===== config.mk =====
export PLATFORM = sky130hd
export DESIGN_NAME = sort_sequencer
export DESIGN_NICKNAME = d
export VERILOG_FILES = /design/src/rtl/sort_seq_pkg.sv /design/src/rtl/sort_compare_swap.sv /design/src/rtl/sort_sequencer.sv
export SDC_FILE = /design/constraint.sdc
export NUM_CORES = 1
export LEC_CHECK = 0
export ABC_AREA = 1
export CAP_MARGIN = 20
export CORE_ASPECT_RATIO = 1.2
export CORE_MARGIN = 10
export CORE_UTILIZATION = 40
export DETAILED_ROUTE_END_ITERATION = 6
export GPL_ROUTABILITY_DRIVEN = 1
export GPL_TIMING_DRIVEN = 0
export PLACE_DENSITY_LB_ADDON = 0.05
export SYNTH_ARGS = -nofsm -noshare
export SYNTH_HDL_FRONTEND = slang
export SYNTH_SLANG_ARGS = --single-unit

===== constraint.sdc =====
create_clock -name clk -period 5.4 [get_ports clk]
set_clock_uncertainty 0.15 [all_clocks]
set_input_delay 1.62 -clock clk [delete_from_list [all_inputs] [get_ports clk]]
set_output_delay 1.62 -clock clk [all_outputs]
set_load 0.05 [all_outputs]

===== src/rtl/sort_seq_pkg.sv =====
// Shared types and constants for the sort sequencer.
package sort_seq_pkg;

  typedef enum logic [1:0] {
    LOAD  = 2'd0,
    SORT  = 2'd1,
    DRAIN = 2'd2
  } state_t;

  localparam int SWAP_CNT_W = 8;

  // Saturating increment for the swap statistics counter.
  function automatic logic [SWAP_CNT_W-1:0] sat_inc(input logic [SWAP_CNT_W-1:0] v);
    logic [SWAP_CNT_W-1:0] r;
    if (v == {SWAP_CNT_W{1'b1}}) begin
      r = v;
    end else begin
      r = v + {{(SWAP_CNT_W-1){1'b0}}, 1'b1};
    end
    return r;
  endfunction

endpackage


===== src/rtl/sort_compare_swap.sv =====
// Combinational compare/swap of one adjacent pair.
// lo is the value destined for the lower index, hi for the upper index.
module sort_compare_swap #(
  parameter int WIDTH   = 4,
  parameter bit DESCEND = 1'b0
) (
  input  logic [WIDTH-1:0] a,
  input  logic [WIDTH-1:0] b,
  output logic [WIDTH-1:0] lo,
  output logic [WIDTH-1:0] hi,
  output logic             swap
);

  // Strict compare so equal values stay put and the sort remains stable.
  always_comb begin
    swap = 1'b0;
    if (DESCEND) begin
      swap = (a < b);
    end else begin
      swap = (a > b);
    end
    if (swap) begin
      lo = b;
      hi = a;
    end else begin
      lo = a;
      hi = b;
    end
  end

endmodule


===== src/rtl/sort_sequencer.sv =====
// Batch bubble-sort sequencer: load DEPTH words, sort with one shared comparator, drain.
// Optional macro SORT_STATS_EN adds the swap_cnt statistics port.
module sort_sequencer
  import sort_seq_pkg::*;
#(
  parameter int WIDTH   = 4,
  parameter int DEPTH   = 4,
  parameter bit DESCEND = 1'b0
) (
  input  logic                  clk,
  input  logic                  rst_n,
  input  logic                  in_valid,
  output logic                  in_ready,
  input  logic [WIDTH-1:0]      in_data,
  output logic                  out_valid,
  input  logic                  out_ready,
  output logic [WIDTH-1:0]      out_data,
  output logic                  busy
`ifdef SORT_STATS_EN
  ,
  output logic [SWAP_CNT_W-1:0] swap_cnt
`endif
);

  localparam int IW = $clog2(DEPTH);
  localparam int PW = IW + 1;
  localparam logic [IW-1:0] LAST_IDX  = IW'(DEPTH - 1);
  localparam logic [IW-1:0] LAST_PAIR = IW'(DEPTH - 2);
  localparam logic [PW-1:0] LAST_PASS = PW'(DEPTH - 2);

  state_t           state_r, state_s;
  logic [WIDTH-1:0] mem_r [DEPTH];
  logic [WIDTH-1:0] mem_s [DEPTH];
  logic [IW-1:0]    wr_idx_r, wr_idx_s;
  logic [IW-1:0]    cmp_idx_r, cmp_idx_s;
  logic [IW-1:0]    rd_idx_r, rd_idx_s;
  logic [PW-1:0]    pass_cnt_r, pass_cnt_s;
  logic             pass_swap_r, pass_swap_s;
  logic             in_ready_r, in_ready_s;
  logic             out_valid_r, out_valid_s;
  logic             busy_r, busy_s;
  logic [WIDTH-1:0] out_data_r, out_data_s;

  logic [IW-1:0]    cmp_b_idx_s;
  logic [IW-1:0]    rd_nxt_s;
  logic [WIDTH-1:0] cmp_a_s, cmp_b_s, cmp_lo_s, cmp_hi_s;
  logic             cmp_swap_s;
  logic             in_fire_s, out_fire_s;

  assign cmp_b_idx_s = cmp_idx_r + 1'b1;
  assign rd_nxt_s    = rd_idx_r + 1'b1;
  assign cmp_a_s     = mem_r[cmp_idx_r];
  assign cmp_b_s     = mem_r[cmp_b_idx_s];
  assign in_fire_s   = in_valid && in_ready_r && (state_r == LOAD);
  assign out_fire_s  = out_valid_r && out_ready && (state_r == DRAIN);

  sort_compare_swap #(
    .WIDTH   (WIDTH),
    .DESCEND (DESCEND)
  ) u_cmp (
    .a    (cmp_a_s),
    .b    (cmp_b_s),
    .lo   (cmp_lo_s),
    .hi   (cmp_hi_s),
    .swap (cmp_swap_s)
  );

  // Next-state, storage update and next values of the registered outputs.
  always_comb begin
    state_s     = state_r;
    wr_idx_s    = wr_idx_r;
    cmp_idx_s   = cmp_idx_r;
    rd_idx_s    = rd_idx_r;
    pass_cnt_s  = pass_cnt_r;
    pass_swap_s = pass_swap_r;
    in_ready_s  = in_ready_r;
    out_valid_s = out_valid_r;
    out_data_s  = out_data_r;
    for (int k = 0; k < DEPTH; k++) begin
      mem_s[k] = mem_r[k];
    end

    case (state_r)
      LOAD: begin
        in_ready_s = 1'b1;
        if (in_fire_s) begin
          mem_s[wr_idx_r] = in_data;
          if (wr_idx_r == LAST_IDX) begin
            state_s     = SORT;
            in_ready_s  = 1'b0;
            wr_idx_s    = '0;
            cmp_idx_s   = '0;
            pass_cnt_s  = '0;
            pass_swap_s = 1'b0;
          end else begin
            wr_idx_s = wr_idx_r + 1'b1;
          end
        end else begin
          wr_idx_s = wr_idx_r;
        end
      end
      SORT: begin
        mem_s[cmp_idx_r]   = cmp_lo_s;
        mem_s[cmp_b_idx_s] = cmp_hi_s;
        if (cmp_idx_r == LAST_PAIR) begin
          // A clean pass means sorted; DEPTH-1 passes is the worst case.
          if (!(pass_swap_r || cmp_swap_s) || (pass_cnt_r == LAST_PASS)) begin
            state_s     = DRAIN;
            out_valid_s = 1'b1;
            rd_idx_s    = '0;
            cmp_idx_s   = '0;
            pass_cnt_s  = '0;
            pass_swap_s = 1'b0;
            out_data_s  = mem_s[0];
          end else begin
            cmp_idx_s   = '0;
            pass_cnt_s  = pass_cnt_r + 1'b1;
            pass_swap_s = 1'b0;
          end
        end else begin
          cmp_idx_s   = cmp_b_idx_s;
          pass_swap_s = pass_swap_r || cmp_swap_s;
        end
      end
      DRAIN: begin
        if (out_fire_s) begin
          if (rd_idx_r == LAST_IDX) begin
            state_s     = LOAD;
            out_valid_s = 1'b0;
            in_ready_s  = 1'b1;
            rd_idx_s    = '0;
          end else begin
            rd_idx_s   = rd_nxt_s;
            out_data_s = mem_r[rd_nxt_s];
          end
        end else begin
          rd_idx_s = rd_idx_r;
        end
      end
      default: begin
        state_s     = LOAD;
        in_ready_s  = 1'b0;
        out_valid_s = 1'b0;
        wr_idx_s    = '0;
        cmp_idx_s   = '0;
        rd_idx_s    = '0;
        pass_cnt_s  = '0;
        pass_swap_s = 1'b0;
      end
    endcase

    busy_s = (state_s == SORT) || (state_s == DRAIN);
  end

  // Control state and registered outputs.
  always_ff @(posedge clk) begin
    if (!rst_n) begin
      state_r     <= LOAD;
      wr_idx_r    <= '0;
      cmp_idx_r   <= '0;
      rd_idx_r    <= '0;
      pass_cnt_r  <= '0;
      pass_swap_r <= 1'b0;
      in_ready_r  <= 1'b0;
      out_valid_r <= 1'b0;
      busy_r      <= 1'b0;
      out_data_r  <= '0;
    end else begin
      state_r     <= state_s;
      wr_idx_r    <= wr_idx_s;
      cmp_idx_r   <= cmp_idx_s;
      rd_idx_r    <= rd_idx_s;
      pass_cnt_r  <= pass_cnt_s;
      pass_swap_r <= pass_swap_s;
      in_ready_r  <= in_ready_s;
      out_valid_r <= out_valid_s;
      busy_r      <= busy_s;
      out_data_r  <= out_data_s;
    end
  end

  // Batch storage; contents are don't-care after reset.
  always_ff @(posedge clk) begin
    for (int k = 0; k < DEPTH; k++) begin
      mem_r[k] <= mem_s[k];
    end
  end

  assign in_ready  = in_ready_r;
  assign out_valid = out_valid_r;
  assign out_data  = out_data_r;
  assign busy      = busy_r;

`ifdef SORT_STATS_EN
  logic [SWAP_CNT_W-1:0] swap_cnt_r;
  logic                  swap_clr_s, swap_inc_s;

  assign swap_clr_s = in_fire_s && (wr_idx_r == LAST_IDX);
  assign swap_inc_s = (state_r == SORT) && cmp_swap_s;

  // Swap statistics: cleared on entering SORT, held until the next sort.
  always_ff @(posedge clk) begin
    if (!rst_n) begin
      swap_cnt_r <= '0;
    end else if (swap_clr_s) begin
      swap_cnt_r <= '0;
    end else if (swap_inc_s) begin
      swap_cnt_r <= sat_inc(swap_cnt_r);
    end else begin
      swap_cnt_r <= swap_cnt_r;
    end
  end

  assign swap_cnt = swap_cnt_r;
`endif

endmodule


-- Word level (Yosys, flattened, before mapping)
Memories as Yosys holds them, arrays and structs flattened. A register that Yosys moved wholly into a read port is not among the register bits.
Index checks and enable logic that the tools add are counted.
Widths: inputs -> output; s select.
- bits in registers: 19
- RAM bits: 16
- output and inout bits: 7
- logic and storage cells: 123
- memories: 1
- $add $sub $neg: 4
- magnitude comparators: 7
- eq/ne operators: 15
- mux-type cells: 58
- bitwise logic cells: 7
- reductions and logical operators: 21
- memories (name ; words ; bits a word ; rd ports ; clocked after Yosys merged registers in ; wr ports ; line ; text):
    mem_r ; 4 ; 4 ; 7 ; 1 ; 4 ; sort_sequencer.sv:32 ; logic [WIDTH-1:0] mem_r [DEPTH];
- operator list (cell ; count):
    $bwmux 16 ; 3
    $mux 4 ; 9
    $mux 2 ; 17
    $pmux 16 s2 ; 1
    $demux 4 s2 ; 3
    $pmux 2 s3 ; 3
    $mux 16 ; 1
    $mux 3 ; 4
    $mux 1 ; 11
    $eq 2x2->1 const B ; 5
    $ne 2x2->1 const B ; 5
    $reduce_and 5->1 ; 2
    $ge 3x3->1 const B ; 3
    $lt 3x1->1 const B ; 3
    $not 2->3 ; 3
    $pmux 1 s3 ; 3
    $pmux 3 s3 ; 1
    $pmux 4 s2 ; 1
    $reduce_and 4->1 ; 2
    $logic_and 1x1->1 ; 7
    $add 2x1->2 const B ; 3
    $reduce_and 3->1 ; 2
    $eq 2x1->1 const B ; 2
    $gt 4x4->1 ; 1
    11 further kinds ; 17

-- Longest topological paths before layout
An unclocked memory read counts as a cell.
- depth in word-level cells: 11
- depth in mapped cells: 22
- depth with buffers taken out: 20

-- By module
From an unflattened synthesis, not the netlist that was laid out.
- cell total of the unflattened synthesis: 418
- area total of the unflattened synthesis: 2840.2 um^2
- modules (own cells, without submodules) (module ; times used ; cells each ; area an instance (um^2) ; seq. area each (um^2)):
    sort_sequencer ; 1 ; 374 ; 2612.5 ; 900.9
    sort_compare_swap ; 1 ; 44 ; 227.7 ; 0.0

-- Worst setup path before layout
OpenSTA, ideal clock, no wires.
- path kind: in2reg
- start: input port in_valid
- end: memory mem_r[2][0] (enable)
- library setup time: 374 ps
- arrival time: 2438 ps
- slack: 2438 ps
- stages: 4
- cell sequence: nand2_1 nand2_1 o21ai_0 a221oi_1
- RTL lines (what ; line ; text):
    start, declared ; sort_sequencer.sv:12 ; input logic in_valid,
    end, declared ; sort_sequencer.sv:32 ;

==> flow_summary.json <==
{
  "cts_num_sinks": 37,
  "r2r_end": "mem_r[3][1]",
  "slew-limit-headroom_pct": 44.7,
  "peakVddDrop_v": 0.000111,
  "area_delta_synth_final_pct": 13.2,
  "cp.required_ns": 5.18,
  "setup_viol": 0,
  "final_cell_mix": "112 x nand2_1, 48 x inv_1, 31 x a21oi_1",
  "clk_path_buf_depth": 2,
  "pin_count": 15,
  "place_area_um2": 3010,
  "avgViaCountPerCell": 5.16,
  "synth_top_cell_area_share_pct": 17.3,
  "routed_wl_um": 7730,
  "synth_xor_area_share_pct": 0,
  "first_iter_violations": 125,
  "die_x_um": 96.0,
  "critPathKind": "in -> reg",
  "fin_setup_tns_ns": 0,
  "antenna_found_initial": 0,
  "reg2regPathDepth": 19,
  "crit_path_start": "in_valid",
  "synth_nets": 425,
  "critPathMaxFanout": 4,
  "num_rows": 33,
  "powerDensity_nw_per_um2": 210,
  "dp_slack_ns": 1.60,
  "cp-endpoint": "mem_r[3][0]",
  "synthTopCellsByArea": "edfxtp_1 17%, dfxtp_1 15%, nand2_1 15%, ha_1 9.5%, inv_1 6.5%",
  "root_buffer": "clkbuf_8",
  "min_period_ns": 3.44,
  "initial_utilization_pct": 40.9,
  "final_area_um2": 3140,
  "core_area_um2": 6770,
  "antenna-diode-count": 0,
  "h-tree-depth": 2,
  "rrSetupSlack_ns": 1.97,
  "fp.dieH_um": 111,
  "synthAdderAreaFrac_pct": 9.49,
  "finalCritPeriodShare_pct": 63.7,
  "clkLatencyLatePin_ns": 0.30,
  "dp_hpwl_um": 6410,
  "hold_viol": 0,
  "grt_first_pass_wirelength_um": 12800,
  "synth_seq_cells": 37,
  "post_cts_buffers": 0,
  "outcome": "complete, no violations",
  "fin_ws_ns": 1.96,
  "synth.cell_area_um2": 2770,
  "startpoint_type": "primary input",
  "final_common_cell": "nand2_1",
  "dp.cells": 496,
  "nNetsFinal": 445,
  "yosysSeqAreaShare_pct": 32.5,
  "first_global_vias": 2577,
  "max-cap-violations": 0,
  "hp-class": "reg -> reg",
  "clk_pin_slew_worst_paths_ns": 0.08,
  "grt.total_usage_pct": 15.1,
  "rsz0062_at_grt": "false",
  "p_leak_nw": 1.34,
  "synth_simple_gate_area_share_pct": 27.3,
  "cts_tree": "done",
  "drc_errors": 0,
  "fillerInstances": 710,
  "synthCells": 396,
  "drv_slew": 0,
  "cp_data_arrival_time_ns": 3.22,
  "port_buffers": 13,
  "first_pass_iters": 4,
  "synth_compound_area_share_pct": 19.9,
  "endpoint_kind": "flip-flop",
  "r2r_start": "cmp_idx_r[0]",
  "grt_max_degree": 14,
  "syn_avg_cell_area_um2": 7.00,
  "yosysWarnings": 0,
  "hold_buffers": 0,
  "clock.fmax_ghz": 0.291,
  "fin_cells": 504,
  "die_area_um2": 10700,
  "synth_top_family_by_area": "simple AND/OR/NAND/NOR gates",
  "numCtsBuffers": 5,
  "tightest_slew_ns": 0.825,
  "globalRouteOverflowTotal": 0,
  "routedWlPerCell_um": 15.3,
  "gp_congestion": 0.871,
  "synth_cell_types": 35,
  "synth_top_area_cell": "edfxtp_1",
  "via_count": 2601,
  "layout-drive-gt1-share_pct": 10.1,
  "synth_mux_area_share_pct": 0,
  "final_antenna_net_count": 0,
  "post_cts_resized": 0
}
[kinds of logic (layout without fill, tap and decap cells)]
kind of cell,count (synthesis),count (layout)
DFF,37,37
and+or+nand+nor,173,173
adders and majority gates,21,21
buffers and inverters,73,94
AOI/OAI and AO/OA,92,92
[critical path, stage by stage]
cell and delay, ns:
clkdlybuf4s50_1 0.47, nand2_1 0.07, nand2_1 0.14, o21ai_0 0.21, a211oi_1 0.71
[per-stage QoR]
stage	util [%]	hold slack, ns	total power, mW
after detailed placement	44.4	0.310	0.403
after floorplan	-	0.295	0.374
final	46.3	0.320	0.659
after global placement	44.4	0.306	0.403
after global routing	46.3	0.331	0.686
after CTS	46.3	0.323	0.664
[where the power goes]
group	internal [mW]	switching, mW	total (mW)
clock network	0.149	0.113	0.262
registers	0.298	0.00434	0.303
logic	0.0316	0.0621	0.0937
total	0.479	0.180	0.659
[sequential cells by signal, indices dropped and copies added (netlist names), named ones only]
name,cells
mem_r,16
out_data,4
pass_cnt_r,3
cmp_idx_r,2
rd_idx_r,2
state_r,2
wr_idx_r,2
busy,1
in_ready,1
out_valid,1
pass_swap_r,1
[Yosys cell counts]
| master | count |
|---|---|
| buf_6 | 2 |
| o21ai_2 | 1 |
| nand2_1 | 112 |
| nand2_2 | 5 |
| ha_1 | 21 |
| nand2_4 | 1 |
| a221oi_1 | 1 |
| a31oi_4 | 1 |
| clkbuf_1 | 5 |
| o21ai_1 | 3 |
| a21oi_1 | 31 |
| a22oi_1 | 1 |
| buf_1 | 1 |
| buf_2 | 3 |
| nor2_2 | 3 |
| clkinv_1 | 1 |
| buf_4 | 1 |
| nor2_1 | 13 |
| nand4_1 | 5 |
| inv_2 | 11 |
| or2_4 | 1 |
| nor2_4 | 1 |
| o211ai_1 | 9 |
| inv_1 | 48 |
| nand3_1 | 26 |
| inv_4 | 1 |
| nand3_2 | 2 |
| a21oi_4 | 1 |
| o22ai_1 | 12 |
| edfxtp_1 | 16 |
| dfxtp_1 | 21 |
| a211oi_1 | 2 |
| o21ai_0 | 26 |
| and2_1 | 4 |
| o31ai_1 | 4 |
[layer usage]
layer | part of all wire [%] | vias up | GRT usage (%)
li1 | - | 1357 | -
met5 | 0 | - | 0
met4 | 4.5 | 0 | 7.68
met3 | 2.1 | 23 | 1.76
met1 | 44 | 1168 | 18.3
met2 | 50 | 53 | 25.2
[worst min-delay path by stage]
stage	from	to	slack, ns	depth (start not counted)
after global placement	pass_swap_r	pass_swap_r	0.31	2
after global routing	pass_swap_r	pass_swap_r	0.33	2
final	rd_idx_r[1]	rd_idx_r[1]	0.32	2
after CTS	pass_swap_r	pass_swap_r	0.32	2
after floorplan	pass_swap_r	pass_swap_r	0.29	2
after detailed placement	pass_swap_r	pass_swap_r	0.31	2
[layout make-up]
| cell class | count | area (um2) | area share [%] |
|---|---|---|---|
| tap | 87 | 109 | 3.47 |
| clock buffer | 7 | 119 | 3.79 |
| inverter | 61 | 231 | 7.38 |
| timing repair buffer | 13 | 130 | 4.15 |
| buffer | 12 | 67.6 | 2.15 |
| multi-input combinational | 286 | 1570 | 50.1 |
| clock inverter | 1 | 8.76 | 0.279 |
| sequential | 37 | 901 | 28.7 |
No activity file was read; power rests on OpenSTA's default activity.
==> variant 1 (same flow settings) <==
Set the parameter `DEPTH` to 8 (it was 4).
--- a/src/rtl/sort_sequencer.sv
+++ b/src/rtl/sort_sequencer.sv
@@ -5,5 +5,5 @@
 #(
   parameter int WIDTH   = 4,
-  parameter int DEPTH   = 4,
+  parameter int DEPTH   = 8,
   parameter bit DESCEND = 1'b0
 ) (
Function: changed (a bounded check fails within 10 cycles, from zero or initial values and one cycle with rst_n low).
==> variant 1 against the original RTL <==
- area after synthesis increased by 77%
- setup slack worse by 0.48 ns
- wire length up 130%
- sequential share of layout area fell by 2.1 points
- sequential cell count is 21 higher
- cell area is 77% higher
- clock power up 130%
- power rose by 80%
- combinational power increased by 9.9%
- first-iteration DRC count rose to 3.8 times the old value
- global-route usage increased by 5.1 points
- synthesized cell count increased by 81%
- count of clock-buffer cells in the layout grew 3
- critical endpoint is now out_data[3]$_SDFFE_PN0P_
- largest cell class unchanged
- highest routed layer unchanged
==> variant 1: results (changes against the original RTL) <==
| Metric | Value |
|---|---|
| Static leakage | 2.53 nW (+88%) |
| Crit start category | flip-flop |
| Post-DP Area | 0.00524 mm² (+74%) |
| Slew of the pin with the lowest slew margin | 0.810 ns (-0.0151 ns) |
| Met1 usage | 0.242 (+0.0585) |
| Met3 wire length | 807 µm (+400%) |
| Met2 WL | 8560 µm (+120%) |
| Pre-CTS setup slack | 1.40 ns (-0.197 ns) |
| Reg clk slew, reported paths | 0.06 ns (-0.02 ns) |
| Met2 usage | 0.343 (+0.0911) |
| FF-to-FF End | out_data[3]$_SDFFE_PN0P_ |
| Gr usage total | 0.203 (+0.0511) |
| Largest net degree at the start of global routing | 13 (-1) |
| Status | completed |
| # H-tree levels | 3 (+1) |
| # nets final | 765 (+72%) |
| M3 GR Usage | 0.0326 (+0.0149) |
| Layout cells sized above 1 | 0.143 (+0.0427) |
| Final Hold Slack | 0.307 ns (-0.0129 ns) |
| Placed Cells | 891 (+80%) |
| TritonCTS buffer count | 9 (+4) |
| Synth Instances | 717 (+81%) |
| Worst R2R Path Depth | 18 (-1) |
| Crit Path Max Fanout | 10 (+6) |
| CP peak stage delay | 0.39 ns (-0.32 ns) |
| Max reg flops | 32 (+16) |
| Final min period | 3.92 ns (+0.476 ns) |
| Dpl hpwl | 13900 µm (+120%) |
| Top post-synthesis cells by count | 203 x nand2_1, 97 x nand3_1, 81 x inv_1 |
| First-pass detailed-route iteration total | 6 (+2) |
| Root Buffer | clkbuf_16 |
| Placer Congestion | 1.00 (+15%) |
| Vias in the first global route | 4671 (+81%) |
| Area contributors post-synth | edfxtp_1 20%, nand2_1 16%, dfxtp_1 11% |
| Maximum vdd drop | 135 µV (+22%) |
| Critical-path top delay cell | ha_1 |
| WL met1 | 7470 µm (+120%) |
| DRT iter0 DRCs | 477 (+280%) |
| CP arrival | 4.00 ns (+0.78 ns) |
| First-pass GRT wire length | 26500 µm (+110%) |
| Cell family with most CP delay | simple AND/OR/NAND/NOR gates |
| Post-Syn Nets | 741 (+74%) |
| Skew-Pair Late Insertion Delay | 0.34 ns (+0.04 ns) |
-- variant 1: cell types whose count changed after synthesis, moves of 12 or more --
cell	change
nand3_2	+13
nor2_1	+15
edfxtp_1	+16
nand2_1	+91
o21ai_1	+42
inv_1	+33
nand3_1	+71
nand2_2	+12
-- variant 1: where the power goes --
part           internal, mW  switching [mW]
Combinational        0.0271          0.0758
Sequential            0.469         0.00581
Clock                 0.388           0.221
Total                 0.884           0.303
-- variant 1: cell families after synthesis --
group / after synthesis / synth area share
DFF: 58 / 0.302
buffers and inverters: 118 / 0.108
xor gates and xnor gates: 1 / 0.00179
AOI/OAI and AO/OA: 123 / 0.135
and+or+nand+nor: 401 / 0.412
adders and majority gates: 16 / 0.0408
-- variant 1: area by class of cell --
type | instances | area, µm²
clock buffer | 10 | 250
inverter | 95 | 369
fill | 1251 | 6500
clock inverter | 6 | 71.3
buffer | 23 | 161
multi-input combinational | 541 | 2890
tap | 161 | 201
timing repair buffer | 13 | 130
sequential | 58 | 1480
==> variant 2 (same flow settings) <==
Made on the original files. Encoding of `state_t`: now one-hot (3 bits for 3 states).
--- a/src/rtl/sort_seq_pkg.sv
+++ b/src/rtl/sort_seq_pkg.sv
@@ -2,8 +2,8 @@
 package sort_seq_pkg;
 
-  typedef enum logic [1:0] {
-    LOAD  = 2'd0,
-    SORT  = 2'd1,
-    DRAIN = 2'd2
+  typedef enum logic [2:0] {
+    LOAD  = 3'b001,
+    SORT  = 3'b010,
+    DRAIN = 3'b100
   } state_t;
 
Check against the original RTL: no difference found for any inputs over 10 cycles, from zero or initial values and one cycle with rst_n low; not proved beyond that.
==> variant 2 against the original RTL <==
- largest power group unchanged
- power grew 2.3%
- setup slack lost 0.039 ns
- wire length grew 1.7%
- synthesized cell count grew 4.5%
- register-to-register slack lost 0.05 ns
- area after synthesis grew 0.90%
- cell area grew 0.96%
- sequential cell count grew 1
==> variant 2: results (changes against the original RTL) <==
| Metric | Value |
|---|---|
| Post-Syn Nets | 439 (+3.3%) |
| Via/cell ratio | 5.17 (+0.15%) |
| DRT iter0 DRCs | 182 (+46%) |
| Top post-synthesis cells by count | 119 x nand2_1, 71 x inv_1, 52 x nand3_1 |
| Pre-CTS setup slack | 1.94 ns (+0.338 ns) |
| Final Hold Slack | 0.325 ns (+0.00483 ns) |
| F_max | 287 MHz (-1.1%) |
| First-pass GRT wire length | 12500 µm (-2.4%) |
| Vias in the first global route | 2521 (-2.2%) |
| Dpl hpwl | 6410 µm (about the same) |
| Placer Congestion | 0.884 (+1.5%) |
| Gr usage total | 0.147 (-0.00389) |
| Met1 usage | 0.177 (-0.00588) |
| Static leakage | 1.50 nW (+11%) |
| Finished Layout Cells | 522 (+3.6%) |
| # H-tree levels | 2 (unchanged) |
| Post-synthesis sequential area ratio | 0.329 (+0.00425) |
| WL met1 | 3380 µm (-0.12%) |
| Met3 wire length | 287 µm (+78%) |
| CP peak stage delay | 0.40 ns (-0.31 ns) |
| WHS Endpoint | out_valid$_SDFFE_PN0P_ |
| Post-DP Area | 0.00303 mm² (+0.83%) |
| M3 GR Usage | 0.0269 (+0.00927) |
| Critical-path top delay cell | dfxtp_1 |
| Reg clk slew, reported paths | 0.09 ns |
| Layout cells sized above 1 | 0.0690 (-0.0318) |
| Status | completed |
| Placed Cells | 514 (+3.6%) |
| Largest net degree at the start of global routing | 14 (unchanged) |
| # nets final | 459 (+3.1%) |
| Cell family with most CP delay | simple AND/OR/NAND/NOR gates |
| Slew of the pin with the lowest slew margin | 0.606 ns (-0.219 ns) |
| Hold path start | out_valid$_SDFFE_PN0P_ |
| Wirelength per Cell | 15.0 µm (-1.8%) |
| Setup crit start | cmp_idx_r[0]$_SDFFE_PN0P_ |
| Met2 WL | 3820 µm (-0.52%) |
| Maximum vdd drop | 204 µV (+84%) |
| Area contributors post-synth | edfxtp_1 17%, nand2_1 16%, dfxtp_1 16% |
| Synth Instances | 414 (+4.5%) |
| Distinct cells, synth | 32 (-8.6%) |
| Worst R2R Path Depth | 18 (-1) |
| Crit Path Max Fanout | 11 (+7) |
| Met2 usage | 0.241 (-0.0111) |
-- variant 2: changes by cell type after synthesis, sizes merged, moves of 6 or more --
cell,change
inv,+15
nand2,+6
nand3,+29
o211ai,-9
o21ai,-10
-- variant 2: logic make-up (layout without fill, tap and decap cells) --
family	count (synthesis)	in the layout	synth area share
simple gates	202	202	0.327
fa+ha+maj	17	17	0.0761
buf+inv	86	107	0.118
xor+xnor	1	1	0.00313
flops	38	38	0.329
compound gates	70	70	0.146
-- variant 2: power breakdown --
group          switching, mW  total (mW)  leakage (nW)  internal (mW)
clock                  0.112       0.278        0.0665          0.167
sequential           0.00362       0.308         0.344          0.305
combinational         0.0580      0.0870          1.09         0.0289
total                  0.173       0.674          1.50          0.500
-- variant 2: final cells by class --
type                    count  area (µm²)  area share
inverters                  76         285      0.0901
clock inverters             2        38.8      0.0122
multi-input cells         290        1550       0.488
well taps                  87         109      0.0344
clock buffers               6        93.8      0.0296
flip-flops and latches     38         921       0.291
plain buffers              10        43.8      0.0138
repair buffers             13         130      0.0411
